$ cat config.mk
export PLATFORM = sky130hd
export DESIGN_NAME = lu_op_sequencer_flat
export DESIGN_NICKNAME = d
export VERILOG_FILES = /design/src/rtl/lu_op_sequencer_pkg.sv /design/src/rtl/lu_op_sequencer_if.sv /design/src/rtl/lu_op_sequencer_rise_pulse.sv /design/src/rtl/lu_op_sequencer.sv /design/src/flat_wrapper.sv
export SDC_FILE = /design/constraint.sdc
export NUM_CORES = 1
export LEC_CHECK = 0
export CAP_MARGIN = 20
export CORE_MARGIN = 4
export CORE_UTILIZATION = 35
export CTS_CLUSTER_DIAMETER = 50
export DETAILED_ROUTE_END_ITERATION = 12
export PLACE_DENSITY = 0.53
export SYNTH_ARGS = -nofsm -noshare
export SYNTH_HDL_FRONTEND = slang
export SYNTH_HIERARCHICAL = 1
export SYNTH_SLANG_ARGS = --single-unit
$ cat constraint.sdc
create_clock -name clock -period 3.3 [get_ports clock]
set_clock_uncertainty 0.2 [all_clocks]
set_input_delay 0.495 -clock clock [delete_from_list [all_inputs] [get_ports clock]]
set_output_delay 0.495 -clock clock [all_outputs]
set_load 0.05 [all_outputs]
$ cat src/rtl/lu_op_sequencer_pkg.sv
// Shared encodings and defaults for the logical-unit operation sequencer.
package lu_op_sequencer_pkg;

    localparam int SECOND         = 100_000_000;
    localparam int EXEC_WAIT_DEF  = 4;
    localparam int TIMEOUT_DEF    = SECOND;
    localparam int CNT_W_DEF      = 8;

    typedef enum logic [2:0] {
        LOAD_A  = 3'd0,
        LOAD_B  = 3'd1,
        LOAD_OP = 3'd2,
        EXEC    = 3'd3,
        SHOW    = 3'd4
    } state_t;

endpackage

$ cat src/rtl/lu_op_sequencer_if.sv
// Board/logical-unit side signals of the sequencer; master is the sequencer itself.
interface lu_op_sequencer_if #(
    parameter int CNT_W = 8
);
    logic [3:0]       sw;
    logic             btn_next;
    logic             btn_cancel;
    logic [3:0]       lu_res;
    logic [3:0]       lu_operand1;
    logic [3:0]       lu_operand2;
    logic [1:0]       lu_selector;
    logic [3:0]       result;
    logic             result_valid;
    logic [2:0]       phase;
    logic [CNT_W-1:0] op_count;

    modport master (
        input  sw, btn_next, btn_cancel, lu_res,
        output lu_operand1, lu_operand2, lu_selector,
               result, result_valid, phase, op_count
    );

    modport slave (
        output sw, btn_next, btn_cancel, lu_res,
        input  lu_operand1, lu_operand2, lu_selector,
               result, result_valid, phase, op_count
    );
endinterface

$ cat src/rtl/lu_op_sequencer_rise_pulse.sv
// One-cycle pulse on a registered 0->1 transition of a debounced level.
module rise_pulse #(
    parameter logic RST_VAL = 1'b1
) (
    input  logic clock,
    input  logic reset,
    input  logic level,
    output logic pulse
);
    logic [1:0] hist;

    // History resets high so a button held through reset never fires.
    always_ff @(posedge clock or negedge reset) begin
        if (!reset) begin
            hist <= {2{RST_VAL}};
        end else begin
            hist <= {hist[0], level};
        end
    end

    assign pulse = hist[0] & ~hist[1];
endmodule

$ cat src/rtl/lu_op_sequencer.sv
// Sequences operand/selector loading into the 4-bit logical unit and captures its result.
//   state   | meaning
//   LOAD_A  | waiting for next press to latch operand A from sw
//   LOAD_B  | waiting for next press to latch operand B from sw
//   LOAD_OP | waiting for next press to latch selector from sw[1:0]
//   EXEC    | inputs held stable EXEC_WAIT cycles, then result captured
//   SHOW    | result displayed until next press or timeout
module lu_op_sequencer
    import lu_op_sequencer_pkg::*;
#(
    parameter int EXEC_WAIT      = EXEC_WAIT_DEF,
    parameter int TIMEOUT_CYCLES = TIMEOUT_DEF,
    parameter int CNT_W          = CNT_W_DEF
) (
    input logic                clock,
    input logic                reset,
    lu_op_sequencer_if.master  bus
);
    localparam int TW = $clog2(TIMEOUT_CYCLES);
    localparam logic [3:0]    EW_LAST = 4'(EXEC_WAIT - 1);
    localparam logic [TW-1:0] TO_LAST = TW'(TIMEOUT_CYCLES - 1);

    state_t           state;
    logic [3:0]       operand1_q;
    logic [3:0]       operand2_q;
    logic [1:0]       selector_q;
    logic [3:0]       result_q;
    logic             valid_q;
    logic [CNT_W-1:0] count_q;
    logic [3:0]       wait_cnt;
    logic [TW-1:0]    timeout_cnt;
    logic             next_p;
    logic             cancel_p;

    rise_pulse #(.RST_VAL(1'b1)) u_next (
        .clock (clock),
        .reset (reset),
        .level (bus.btn_next),
        .pulse (next_p)
    );

    rise_pulse #(.RST_VAL(1'b1)) u_cancel (
        .clock (clock),
        .reset (reset),
        .level (bus.btn_cancel),
        .pulse (cancel_p)
    );

    always_ff @(posedge clock or negedge reset) begin
        if (!reset) begin
            state       <= LOAD_A;
            operand1_q  <= '0;
            operand2_q  <= '0;
            selector_q  <= '0;
            result_q    <= '0;
            valid_q     <= 1'b0;
            count_q     <= '0;
            wait_cnt    <= '0;
            timeout_cnt <= '0;
        end else if (cancel_p) begin
            // Cancel outranks both next and the EXEC capture.
            state   <= LOAD_A;
            valid_q <= 1'b0;
        end else begin
            case (state)
                LOAD_A: begin
                    if (next_p) begin
                        operand1_q <= bus.sw;
                        state      <= LOAD_B;
                    end
                end
                LOAD_B: begin
                    if (next_p) begin
                        operand2_q <= bus.sw;
                        state      <= LOAD_OP;
                    end
                end
                LOAD_OP: begin
                    if (next_p) begin
                        selector_q <= bus.sw[1:0];
                        wait_cnt   <= '0;
                        state      <= EXEC;
                    end
                end
                EXEC: begin
                    wait_cnt <= wait_cnt + 1'b1;
                    if (wait_cnt == EW_LAST) begin
                        result_q    <= bus.lu_res;
                        count_q     <= count_q + 1'b1;
                        timeout_cnt <= '0;
                        valid_q     <= 1'b1;
                        state       <= SHOW;
                    end
                end
                SHOW: begin
                    timeout_cnt <= timeout_cnt + 1'b1;
                    if (next_p || timeout_cnt == TO_LAST) begin
                        valid_q <= 1'b0;
                        state   <= LOAD_A;
                    end
                end
                default: begin
                    valid_q <= 1'b0;
                    state   <= LOAD_A;
                end
            endcase
        end
    end

    assign bus.lu_operand1  = operand1_q;
    assign bus.lu_operand2  = operand2_q;
    assign bus.lu_selector  = selector_q;
    assign bus.result       = result_q;
    assign bus.result_valid = valid_q;
    assign bus.phase        = state;
    assign bus.op_count     = count_q;
endmodule
$ cat src/flat_wrapper.sv
// flat-port wrapper written by rule: the top's interface ports become plain ports
module lu_op_sequencer_flat import lu_op_sequencer_pkg::*;
#(
    parameter int EXEC_WAIT      = EXEC_WAIT_DEF,
    parameter int TIMEOUT_CYCLES = TIMEOUT_DEF,
    parameter int CNT_W          = CNT_W_DEF
)
  (clock, reset, bus_sw, bus_btn_next, bus_btn_cancel, bus_lu_res, bus_lu_operand1, bus_lu_operand2, bus_lu_selector, bus_result, bus_result_valid, bus_phase, bus_op_count);
  lu_op_sequencer_if #(.CNT_W(CNT_W)) bus_i ();
  input logic clock;
  input logic reset;
  input wire logic [$bits(bus_i.sw)-1:0] bus_sw;
  input wire logic [$bits(bus_i.btn_next)-1:0] bus_btn_next;
  input wire logic [$bits(bus_i.btn_cancel)-1:0] bus_btn_cancel;
  input wire logic [$bits(bus_i.lu_res)-1:0] bus_lu_res;
  output wire logic [$bits(bus_i.lu_operand1)-1:0] bus_lu_operand1;
  output wire logic [$bits(bus_i.lu_operand2)-1:0] bus_lu_operand2;
  output wire logic [$bits(bus_i.lu_selector)-1:0] bus_lu_selector;
  output wire logic [$bits(bus_i.result)-1:0] bus_result;
  output wire logic [$bits(bus_i.result_valid)-1:0] bus_result_valid;
  output wire logic [$bits(bus_i.phase)-1:0] bus_phase;
  output wire logic [$bits(bus_i.op_count)-1:0] bus_op_count;
  assign bus_i.sw = bus_sw;
  assign bus_i.btn_next = bus_btn_next;
  assign bus_i.btn_cancel = bus_btn_cancel;
  assign bus_i.lu_res = bus_lu_res;
  assign bus_lu_operand1 = bus_i.lu_operand1;
  assign bus_lu_operand2 = bus_i.lu_operand2;
  assign bus_lu_selector = bus_i.lu_selector;
  assign bus_result = bus_i.result;
  assign bus_result_valid = bus_i.result_valid;
  assign bus_phase = bus_i.phase;
  assign bus_op_count = bus_i.op_count;
  lu_op_sequencer #(.EXEC_WAIT(EXEC_WAIT), .TIMEOUT_CYCLES(TIMEOUT_CYCLES), .CNT_W(CNT_W)) u_core (.clock(clock), .reset(reset), .bus(bus_i));
endmodule
==> results of run 1 <==
report_power, final:
| group | total, µW | switching [µW] | internal, µW |
|---|---|---|---|
| Sequential | 890 | 59.7 | 830 |
| Clock | 765 | 298 | 468 |
| Combinational | 509 | 326 | 184 |
| Total | 2160 | 683 | 1480 |
cells by family after synthesis:
logic type / count (synthesis) / share of synthesized area
compound gates: 49 / 0.100
mux: 12 / 0.0443
xor+xnor: 14 / 0.0409
flops: 61 / 0.511
buf+inv: 20 / 0.0380
simple gates: 125 / 0.253
fa+ha+maj: 3 / 0.0125
synth_stat cells:
library cell | count | area [µm²]
a21oi_2 | 1 | 8.76
or4_4 | 1 | 11.3
and3_2 | 1 | 7.51
a21oi_1 | 22 | 110
buf_4 | 1 | 7.51
mux2_2 | 10 | 113
clkbuf_2 | 2 | 10.0
buf_6 | 4 | 45.0
dfstp_2 | 4 | 105
or3_1 | 1 | 6.26
nor4b_4 | 1 | 23.8
and4_1 | 5 | 43.8
nand4b_1 | 1 | 8.76
and4bb_2 | 1 | 12.5
nand4_2 | 1 | 12.5
o31ai_1 | 14 | 105
nor3b_1 | 1 | 7.51
mux2i_1 | 2 | 20.0
nor2_1 | 10 | 37.5
xnor2_1 | 7 | 61.3
clkbuf_1 | 6 | 22.5
xor2_1 | 7 | 61.3
and3_1 | 3 | 18.8
or2_2 | 1 | 6.26
nor2b_4 | 2 | 27.5
nand4_1 | 17 | 106
nand2_1 | 35 | 131
or4b_1 | 4 | 40.0
or4_1 | 12 | 90.1
a31oi_1 | 1 | 6.26
nor3_1 | 4 | 20.0
inv_1 | 5 | 18.8
nand4bb_1 | 1 | 11.3
buf_2 | 2 | 10.0
ha_1 | 3 | 37.5
nand2b_1 | 2 | 12.5
nor4b_1 | 1 | 8.76
o21ai_0 | 7 | 35.0
nor4_1 | 4 | 25.0
nand3b_1 | 2 | 15.0
o41ai_1 | 4 | 35.0
nand3_1 | 13 | 65.1
dfrtp_1 | 57 | 1430
or3b_2 | 1 | 8.76
routing by layer:
layer / GRT usage / routed length (µm) / up-vias
met3: 0.0526 / 300 / 5
met1: 0.190 / 3170 / 1105
li1: - / - / 1142
met2: 0.223 / 2980 / 39
met4: 0.0311 / 38 / 0
met5: 0 / 0 / -
flip-flops by register name, indices dropped and copies added, names as in the netlist, 3 cells and up:
| register | count |
|---|---|
| u_core/timeout_cnt | 27 |
| u_core/bus.result | 4 |
| u_core/bus.phase | 3 |
| u_core/bus.lu_operand1 | 4 |
| u_core/wait_cnt | 4 |
| u_core/bus.op_count | 8 |
| u_core/bus.lu_operand2 | 4 |
worst reg2reg max path, stage by stage (launching register included):
cell     delay, ps
dfrtp_1        380
ha_1           190
nor3b_1        500
a21oi_2        110
buf_4          250
or4b_1         550
a21oi_1        160
cells in the final DEF, fill, tap and decap left out, types with 3 or more instances in the layout:
cell type | synthesis | layout
a21oi_1 | 22 | 22
and3_1 | 3 | 3
and4_1 | 5 | 5
buf_4 | 1 | 4
clkbuf_8 | 0 | 11
clkdlybuf4s50_1 | 0 | 36
dfrtp_1 | 57 | 57
dfstp_2 | 4 | 4
ha_1 | 3 | 3
inv_1 | 5 | 5
mux2_2 | 10 | 10
nand2_1 | 35 | 35
nand3_1 | 13 | 13
nand4_1 | 17 | 17
nor2_1 | 10 | 9
nor3_1 | 4 | 4
nor4_1 | 4 | 4
o21ai_0 | 7 | 7
o31ai_1 | 14 | 14
o41ai_1 | 4 | 4
or4_1 | 12 | 12
or4b_1 | 4 | 4
xnor2_1 | 7 | 7
xor2_1 | 7 | 7
metrics by stage:
stage / cell area [µm²] / hold slack (ps) / setup WS [ps] / util
final: 3660 / 116 / 826 / 0.444
after floorplan: 3000 / -0.591 / 933 / -
after detailed placement: 3430 / 158 / 904 / 0.415
after global routing: 3660 / 178 / 597 / 0.444
after CTS: 3660 / 150 / 803 / 0.444
after global placement: 3430 / 158 / 967 / 0.415
area by class of cell:
| type | instances | area (µm²) | share of cell area |
|---|---|---|---|
| tap | 105 | 131 | 0.0358 |
| clock buffer | 11 | 151 | 0.0413 |
| clock inverter | 5 | 82.6 | 0.0225 |
| inverter | 5 | 18.8 | 0.00512 |
| timing repair buffer | 41 | 395 | 0.108 |
| sequential | 61 | 1530 | 0.418 |
| multi-input combinational | 203 | 1350 | 0.369 |
final timing paths:
kind	endpoint	cells after the start
worst min-delay path	u_core/timeout_cnt[24]	2
max in group asynchronous	u_core/timeout_cnt[7]	2
worst max register to register	u_core/timeout_cnt[18]	6
min in group clock	u_core/u_next/hist[1]	0
worst max-delay path	bus_phase[1]	1
worst min register to register	u_core/u_next/hist[1]	0
==> results.yml, run 1 <==
routing:
  drt_first_iter_violations: 142
  avgViaCountPerCell: 5.32
  vias: 2291
  wirelength_mm: 6.50
  avgRoutedWirePerCell_um: 15.1
  drc_errors: 0
  ant_nets: 0
  dr.pass1.iters: 4
power:
  p_total_uw: 2160
  power_density_nw_per_um2: 591
  leakagePower_uw: 0.00148
  peakVddDrop_uv: 406
critical_path:
  rrSetupSlack_ps: 890
  crit_family: "buffers and inverters"
  cp_cell_sequence: "clkdlybuf4s50_1"
  critical-path-max-stage-delay_ps: 880
  required_ps: 2600
  end_kind: "primary output"
  cp-startpoint: "u_core/bus.phase[1]"
  crit_arrival_ps: 1780
  crit_type: "register to primary output"
  crit_path_max_fanout: 10
  reg2reg_from: "u_core/wait_cnt[0]"
  cp_slowest_cell: "clkdlybuf4s50_1"
  worst_setup_path_start_kind: "register"
  path_buf_inv: 1
synth:
  syn-cell-area_um2: 3000
  ys_ff_latch: 61
  synth_nets: 299
  syn_avg_cell_area_um2: 10.6
  yosysSeqAreaShare: 0.511
  synth_cell_type_count: 44
  yosysWarnings: 6
  synth_cells: 284
layout:
  instances_no_fill: 431
  syn2layout_area_growth_pct: 22.3
  antennaDiodeCount: 0
  drive_gt1_frac: 0.141
  nNetsFinal: 336
  fillers: 822
global_route:
  grt-ovfl-total: 0
  grt_pass1_vias: 2399
  grt_pass1_wl_mm: 11.6
  grt.total_usage: 0.142
  grt_max_degree: 62
  antenna_found_initial: 0
place:
  io_buffers: 37
  routabilityCongestion: 0.766
  dp_cells: 415
  dp_hpwl_mm: 4.30
floorplanning:
  initial_core_util: 0.363
  die_area_um2: 10100
  io_pins: 38
  fp.dieH_um: 101
  die_w_um: 101
  core_area_um2: 8260
  row_count: 33
clocking:
  root_buffer: "clkbuf_8"
  cts_tree: "built"
  h-tree-depth: 3
  cts.sinks: 61
  clkLatencyLatePin_ps: 340
  post-cts-setup-buffers: 0
  numCtsBuffers: 9
  cts.clk_slew.worst_paths_ps: 70
  cts_resized: 0
  clk_path_buf_depth: 2
  holdBufCountCts: 0
sta:
  finalHoldViolCount: 0
  period_minus_slack_ps: 2470
  rsz0062_at_grt: "false"
  fmax_mhz: 404
  worstMarginPinSlew_ps: 776
  final.period_utilization: 0.750
  fin_tns_setup_ps: 0
  finalMaxSlewViolations: 0
  slew_headroom: 0.483
  setup_viol: 0
flow_run:
  cap_viol_max_count: 0
run_status:
  status: "completed"
hold_path:
  hold_class: "primary input to asynchronous set/reset pin"
Note: power is estimated with default switching activity, not from simulation.
==> inputs of run 2 (changes only) <==
clock period = 2.3 ns   (was 3.3 ns; I/O delays follow)
==> run 2 against run 1 <==
Compared with the run above:
- count of clock-buffer cells in the layout down 1
- via count up 4.5%
- sequential share of layout area down 1.5 points
- sequential cell count unchanged
- worst hold slack better by 36 ps
==> results.yml, run 2 (synthesis results as in run 1) <==
layout:
  largest_reg_flops: 27
  layout.area.seq_um2: 1530
  instances_no_fill: 448
  multi_input_area_um2: 1350
  antennaDiodeCount: 0
  regMostFlops: "u_core/timeout_cnt"
  drive_gt1_frac: 0.187
  fillers: 818
  final_area_um2: 3810
  final_common_cell: "dfrtp_1"
  syn2layout_area_growth_pct: 27.1
  nNetsFinal: 353
  layout_common_cells: "dfrtp_1, clkdlybuf4s50_1, nand2_1"
global_route:
  antenna_found_initial: 0
  grt.total_usage: 0.144
  grt-ovfl-total: 0
  grt_pass1_wl_mm: 11.6
  grt_pass1_vias: 2402
  grt_max_degree: 38
place:
  placed_area_um2: 3590
  routabilityCongestion: 0.774
  dp_hpwl_mm: 4.69
  dp_cells: 431
  io_buffers: 37
sta:
  finalMaxSlewViolations: 0
  period_minus_slack_ps: 2220
  fmax_mhz: 450
  hold_slack_ps: 152
  slew_headroom: 0.654
  rsz0062_at_grt: "false"
  fin_tns_setup_ps: 0
  finalHoldViolCount: 0
  final.period_utilization: 0.966
  setup_viol: 0
  worstMarginPinSlew_ps: 517
clocking:
  h-tree-depth: 3
  cts.clk_slew.worst_paths_ps: 80
  clk_path_buf_depth: 2
  cts.sinks: 61
  holdBufCountCts: 1
  post-cts-setup-buffers: 0
  cts_resized: 0
  cts_tree: "built"
  numCtsBuffers: 9
  root_buffer: "clkbuf_8"
  clkLatencyLatePin_ps: 340
floorplanning:
  initial_core_util: 0.363
  die_area_um2: 10100
  row_count: 33
  fp.dieH_um: 101
  core_area_um2: 8260
  die_w_um: 101
  io_pins: 38
routing:
  avgViaCountPerCell: 5.34
  drt_first_iter_violations: 142
  drc_errors: 0
  dr.pass1.iters: 4
  wirelength_mm: 6.72
  avgRoutedWirePerCell_um: 15.0
  vias: 2393
  ant_nets: 0
hold_path:
  hold_class: "primary input to asynchronous set/reset pin"
critical_path:
  cp-startpoint: "u_core/bus.phase[1]"
  end_kind: "primary output"
  rrSetupSlack_ps: 150
  reg2reg_from: "u_core/u_cancel/hist[1]"
  endpoint: "bus_phase[1]"
  path_buf_inv: 1
  critical-path-max-stage-delay_ps: 840
  ff2ff_path_depth: 6
  worst_r2r_endpoint: "u_core/timeout_cnt[24]"
  crit_path_max_fanout: 10
  crit_arrival_ps: 1680
  cp_slowest_cell: "clkdlybuf4s50_1"
  required_ps: 1750
  cp_cell_sequence: "clkdlybuf4s50_1"
  crit_type: "register to primary output"
  crit_family: "buffers and inverters"
  cp.depth: 1
  worst_setup_path_start_kind: "register"
power:
  power_density_nw_per_um2: 796
  peakVddDrop_uv: 535
  p_total_uw: 3030
  leakagePower_uw: 0.00155
flow_run:
  cap_viol_max_count: 0
run_status:
  status: "completed"
## run 2: per-layer routing
metal  global-route usage  vias up  wire length, µm
li1                     -     1169                -
met1                0.188     1158             3160
met2                0.228       60             3140
met3               0.0415        6              349
met4               0.0539        0               68
met5                    0        -                0
## run 2: cell type report
| cell class | count | area share |
|---|---|---|
| well taps | 105 | 0.0345 |
| repair buffers | 58 | 0.148 |
| flip-flops and latches | 61 | 0.403 |
| clock inverters | 6 | 0.0187 |
| multi-input cells | 203 | 0.355 |
| inverters | 5 | 0.00493 |
| clock buffers | 10 | 0.0361 |
## run 2: how the worst min path moves through the flow
stage / start / endpoint / depth (start not counted)
floorplan: reset / u_core/bus.lu_operand1[0] / 0
global placement: reset / u_core/timeout_cnt[23] / 1
detailed placement: reset / u_core/timeout_cnt[23] / 1
CTS: reset / u_core/timeout_cnt[23] / 2
global route: reset / u_core/timeout_cnt[23] / 2
finish: reset / u_core/timeout_cnt[23] / 2
## run 2: report_power, final
group / switching, µW / internal (µW)
logic: 478 / 288
registers: 84.4 / 1190
clock network: 454 / 537
## run 2: per-stage QoR
stage,utilization,setup WS (ps)
after floorplan,-,22.7
after global placement,0.435,205
after detailed placement,0.435,153
after CTS,0.461,50.3
after global routing,0.461,28.2
final,0.461,78.3
==> inputs of run 3 (changes only) <==
CAP_MARGIN = default   (was 20)
clock period = 2.7 ns   (was 2.3 ns; I/O delays follow)
==> run 3 against run 2 <==
Compared with the run above:
- sequential cell count is the same
- via count shrank 0.17%
- worst hold slack gained 17 ps
- non-clock buffer count shrank 9
- total power shrank 17%
- critical path depth is the same
- worst setup slack gained 240 ps
- utilization shrank 1.5 points
- die area is the same
- register-to-register slack gained 330 ps
- cell area shrank 3.3%
- critical path type unchanged
==> results.yml, run 3 (synthesis results as in run 1) <==
critical_path:
  cp_slowest_cell: "clkdlybuf4s50_1"
  path_buf_inv: 1
  crit_arrival_ps: 1770
  cp_cell_sequence: "clkdlybuf4s50_1"
  crit_path_max_fanout: 10
  critical-path-max-stage-delay_ps: 880
  required_ps: 2100
  end_kind: "primary output"
  crit_family: "buffers and inverters"
  crit_type: "register to primary output"
  worst_setup_path_start_kind: "register"
clocking:
  clkLatencyLatePin_ps: 340
  clk_path_buf_depth: 2
  cts_resized: 0
  holdBufCountCts: 1
  h-tree-depth: 3
  cts_tree: "built"
  cts.clk_slew.worst_paths_ps: 70
  cts.sinks: 61
  post-cts-setup-buffers: 0
  root_buffer: "clkbuf_8"
  numCtsBuffers: 9
global_route:
  grt_pass1_wl_mm: 11.9
  grt_max_degree: 35
  antenna_found_initial: 0
  grt_pass1_vias: 2403
  grt.total_usage: 0.147
  grt-ovfl-total: 0
layout:
  post-route-util: 0.446
  final_common_cell: "dfrtp_1"
  final_area_um2: 3680
  antennaDiodeCount: 0
  nNetsFinal: 344
  layout_common_cells: "dfrtp_1, clkdlybuf4s50_1, nand2_1"
  drive_gt1_frac: 0.156
  regMostFlops: "u_core/timeout_cnt"
  largest_reg_flops: 27
  syn2layout_area_growth_pct: 23.0
floorplanning:
  fp.dieH_um: 101
  die_area_um2: 10100
  initial_core_util: 0.363
  io_pins: 38
  row_count: 33
  die_w_um: 101
  core_area_um2: 8260
sta:
  final.period_utilization: 0.881
  finalHoldViolCount: 0
  rsz0062_at_grt: "false"
  fmax_mhz: 420
  period_minus_slack_ps: 2380
  slew_headroom: 0.653
  fin_tns_setup_ps: 0
  finalMaxSlewViolations: 0
  worstMarginPinSlew_ps: 519
  setup_viol: 0
  hold_slack_ps: 169
flow_run:
  cap_viol_max_count: 0
place:
  io_buffers: 37
  routabilityCongestion: 0.799
  dp_hpwl_mm: 4.69
  placed_area_um2: 3480
routing:
  dr.pass1.iters: 4
  avgViaCountPerCell: 5.44
  wirelength_mm: 6.88
  vias: 2389
  drt_first_iter_violations: 96
  drc_errors: 0
  avgRoutedWirePerCell_um: 15.7
  ant_nets: 0
run_status:
  status: "completed"
power:
  leakagePower_uw: 0.00149
  peakVddDrop_uv: 451
  power_density_nw_per_um2: 683
hold_path:
  hold_class: "register to register"
run 3: worst paths after layout:
kind	from	end	slack, ps	depth (start not counted)
max in group asynchronous	reset	u_core/u_cancel/hist[1]	1510	3
worst max-delay path	u_core/bus.phase[1]	bus_phase[1]	320	1
worst min-delay path	u_core/u_next/hist[0]	u_core/u_next/hist[1]	170	0
min in group asynchronous	reset	u_core/timeout_cnt[24]	460	3
worst min register to register	u_core/u_next/hist[0]	u_core/u_next/hist[1]	170	0
worst max register to register	u_core/u_cancel/hist[1]	u_core/timeout_cnt[11]	480	6
run 3: report_power, final:
group | total, µW | switching (µW) | internal, µW
combinational | 634 | 402 | 232
sequential | 1090 | 75.0 | 1010
clock | 793 | 368 | 424
total | 2520 | 846 | 1670
run 3: layout make-up:
cell class	count	area [µm²]
sequential	61	1530
clock buffer	10	128
multi-input combinational	203	1350
timing repair buffer	49	458
clock inverter	6	63.8
fill	814	4570
inverter	5	18.8
tap	105	131
run 3: metal layers:
| layer | vias up | part of all wire | global-route usage |
|---|---|---|---|
| li1 | 1156 | - | - |
| met1 | 1178 | 0.48 | 0.197 |
| met2 | 51 | 0.47 | 0.225 |
| met3 | 4 | 0.049 | 0.0561 |
| met4 | 0 | 0.0042 | 0.0383 |
| met5 | - | 0 | 0 |
run 3: through the flow:
step | total power [µW] | instances | setup WS [ps]
after floorplan | 1500 | 284 | 333
after global placement | 1740 | 422 | 528
after detailed placement | 1740 | 422 | 488
after CTS | 2550 | 439 | 283
after global routing | 2640 | 439 | 227
final | 2520 | 439 | 321
==> RTL change (flow settings as in run 2) <==
Make the reset (`reset`) synchronous in 2 clocked blocks.
--- a/src/rtl/lu_op_sequencer_rise_pulse.sv
+++ b/src/rtl/lu_op_sequencer_rise_pulse.sv
@@ -12,3 +12,3 @@
     // History resets high so a button held through reset never fires.
-    always_ff @(posedge clock or negedge reset) begin
+    always_ff @(posedge clock) begin
         if (!reset) begin
--- a/src/rtl/lu_op_sequencer.sv
+++ b/src/rtl/lu_op_sequencer.sv
@@ -48,3 +48,3 @@
 
-    always_ff @(posedge clock or negedge reset) begin
+    always_ff @(posedge clock) begin
         if (!reset) begin
Behaviour: differs if reset is asserted again (counterexample within 4 cycles, from zero or initial values and one cycle with reset low); with reset held inactive, the same outputs for 10 cycles.
==> RTL change against run 2 <==
Largest cell class is now multi-input gates; design area is 0.95% lower; critical endpoint is now bus_phase[2]; first-iteration DRC count is 17% higher; setup slack better by 43 ps; routed wire length is 12% higher; sequential cell count stayed put; area after synthesis is 2.0% lower.
Power is not compared: it rests on default switching activity, and its combinational part moved more than twofold at a synthesized area within 25%.
==> RTL change: results (changes against run 2) <==
<table>
<tr><th>Metric</th><th>Value</th></tr>
<tr><th colspan="2">Global route</th></tr>
<tr><td>Pin count of the biggest net entering global routing</td><td>28 (-26%)</td></tr>
<tr><td>Vias in the first global route</td><td>2511 (+4.5%)</td></tr>
<tr><td>First-pass GRT wire length</td><td>12.4 mm (+7.0%)</td></tr>
<tr><td>Gr usage total</td><td>0.157 (+0.0125)</td></tr>
<tr><th colspan="2">Synth</th></tr>
<tr><td>Post-Syn Nets</td><td>351 (+17%)</td></tr>
<tr><td>Most instantiated cells after synthesis</td><td>sky130_fd_sc_hd__dfxtp_1 (61), sky130_fd_sc_hd__nand2_1 (43), sky130_fd_sc_hd__a21oi_1 (37)</td></tr>
<tr><td>Leading cell types by total area after synthesis</td><td>sky130_fd_sc_hd__dfxtp_1 (42%), sky130_fd_sc_hd__a21oi_1 (6.3%), sky130_fd_sc_hd__nand2_1 (5.5%)</td></tr>
<tr><td>Sequential fraction of the synthesis area</td><td>0.416 (-0.0954)</td></tr>
<tr><td>Fraction of registers with async set/reset</td><td>0 (-1.00)</td></tr>
<tr><td>Unique cell type count in the Yosys netlist</td><td>50 (+14%)</td></tr>
<tr><th colspan="2">Drt</th></tr>
<tr><td>Routed len/inst</td><td>15.2 um (+1.5%)</td></tr>
<tr><td>Starting DRC count in detailed routing</td><td>166 (+17%)</td></tr>
<tr><td>Per-cell via count in the routed design</td><td>5.30 (-0.75%)</td></tr>
<tr><th colspan="2">Worst setup path</th></tr>
<tr><td>Number of cells on the worst reg-to-reg path</td><td>5 (-1)</td></tr>
<tr><td>Critical path peak fanout</td><td>10 (unchanged)</td></tr>
<tr><td>Internal reg-to-reg setup slack</td><td>200 ps (+50 ps)</td></tr>
<tr><th colspan="2">Final layout</th></tr>
<tr><td>Proportion of layout cells with a drive suffix above 1</td><td>0.144 (-0.0426)</td></tr>
<tr><td>Nets@finish</td><td>399 (+13%)</td></tr>
<tr><td>Final-layout fill cell count</td><td>829 (+1.3%)</td></tr>
<tr><th colspan="2">Status</th></tr>
<tr><td>Status</td><td>complete, no violations</td></tr>
<tr><th colspan="2">Min path</th></tr>
<tr><td>Hold Path Cell Cnt</td><td>1</td></tr>
<tr><td>Classification of the worst-slack hold path</td><td>reg2reg</td></tr>
<tr><th colspan="2">Placement</th></tr>
<tr><td>HPWL Detailed</td><td>4.98 mm (+6.1%)</td></tr>
<tr><td>Placed cell area</td><td>3470 um2 (-3.2%)</td></tr>
<tr><td>Routability congestion estimate</td><td>0.786 (+1.5%)</td></tr>
<tr><th colspan="2">CTS</th></tr>
<tr><td>Maximum level of the CTS H-tree</td><td>3 (unchanged)</td></tr>
<tr><td>Worst skew pair latency</td><td>340 ps (about the same)</td></tr>
<tr><th colspan="2">Power</th></tr>
<tr><td>Worst IR Drop VDD</td><td>0.259 mV</td></tr>
<tr><th colspan="2">STA</th></tr>
<tr><td>Headroom to the max-slew limit</td><td>0.536 (-0.118)</td></tr>
</table>
==> RTL change: cell types whose count changed after synthesis, sizes merged, moves of 10 or more <==
cell / delta
dfrtp: -57
mux2i: +11
mux2: -10
nand2b: +12
a21oi: +15
dfxtp: +61
==> RTL change: repair_timing <==
action / in CTS / in global routing
hold buffers: 0 / 0
pin swaps: 0 / 2
cloned: 0 / 1
endpoints found under the setup margin: 12 / 14
resized for setup: 2 / 6
==> RTL change: cell type report <==
cell class / count / area share
Sequential cell: 61 / 0.324
Multi-Input combinational cell: 253 / 0.439
Clock buffer: 10 / 0.0338
Clock inverter: 6 / 0.0295
Inverter: 3 / 0.00298
Tap cell: 105 / 0.0348
Timing Repair Buffer: 56 / 0.136
==> RTL change: kinds of logic (layout without fill, tap and decap cells) <==
group,count (synthesis),after routing,share of synthesized area
simple gates,163,163,0.331
compound gates,68,69,0.142
flops,61,61,0.416
buf+inv,23,75,0.0392
mux,13,13,0.0443
xor+xnor,5,5,0.0149
fa+ha+maj,3,3,0.0128
==> RTL change: final timing paths <==
check | start | endpoint
worst min-delay path | u_core/u_cancel/hist[0] | u_core/u_cancel/hist[1]
worst max-delay path | u_core/bus.phase[2] | bus_phase[2]
worst min register to register | u_core/u_cancel/hist[0] | u_core/u_cancel/hist[1]
worst max register to register | u_core/bus.phase[0] | u_core/timeout_cnt[11]
==> RTL change: layer usage <==
layer | vias to the layer above | GRT usage | wire length [um]
met1 | 1244 | 0.211 | 3680
li1 | 1330 | - | -
met3 | 9 | 0.0288 | 252
met4 | 0 | 0.0714 | 104
met5 | - | 0 | 0
met2 | 36 | 0.243 | 3490
==> RTL change: power by group <==
| part | internal, mW | switching [mW] |
|---|---|---|
| Clock | 0.720 | 0.441 |
| Combinational | 0.0428 | 0.0564 |
| Sequential | 1.06 | 0.00423 |
==> RTL change: per-stage QoR <==
stage / std cells / hold WS (ps) / setup WS (ps) / utilization
floorplan: 336 / 212 / 21.7 / -
global placement: 477 / 228 / 9.45 / 0.425
detailed placement: 477 / 223 / -84.8 / 0.425
CTS: 493 / 251 / 50.4 / 0.456
global route: 494 / 263 / 51.0 / 0.462
finish: 494 / 250 / 122 / 0.462
==> RTL change: worst reg2reg max path, stage by stage (launching register included) <==
cell                       delay [ps]
sky130_fd_sc_hd__dfxtp_1          340
sky130_fd_sc_hd__buf_4            180
sky130_fd_sc_hd__or3b_1           400
sky130_fd_sc_hd__a21boi_4         240
sky130_fd_sc_hd__or4_1            540
sky130_fd_sc_hd__a21oi_1          140
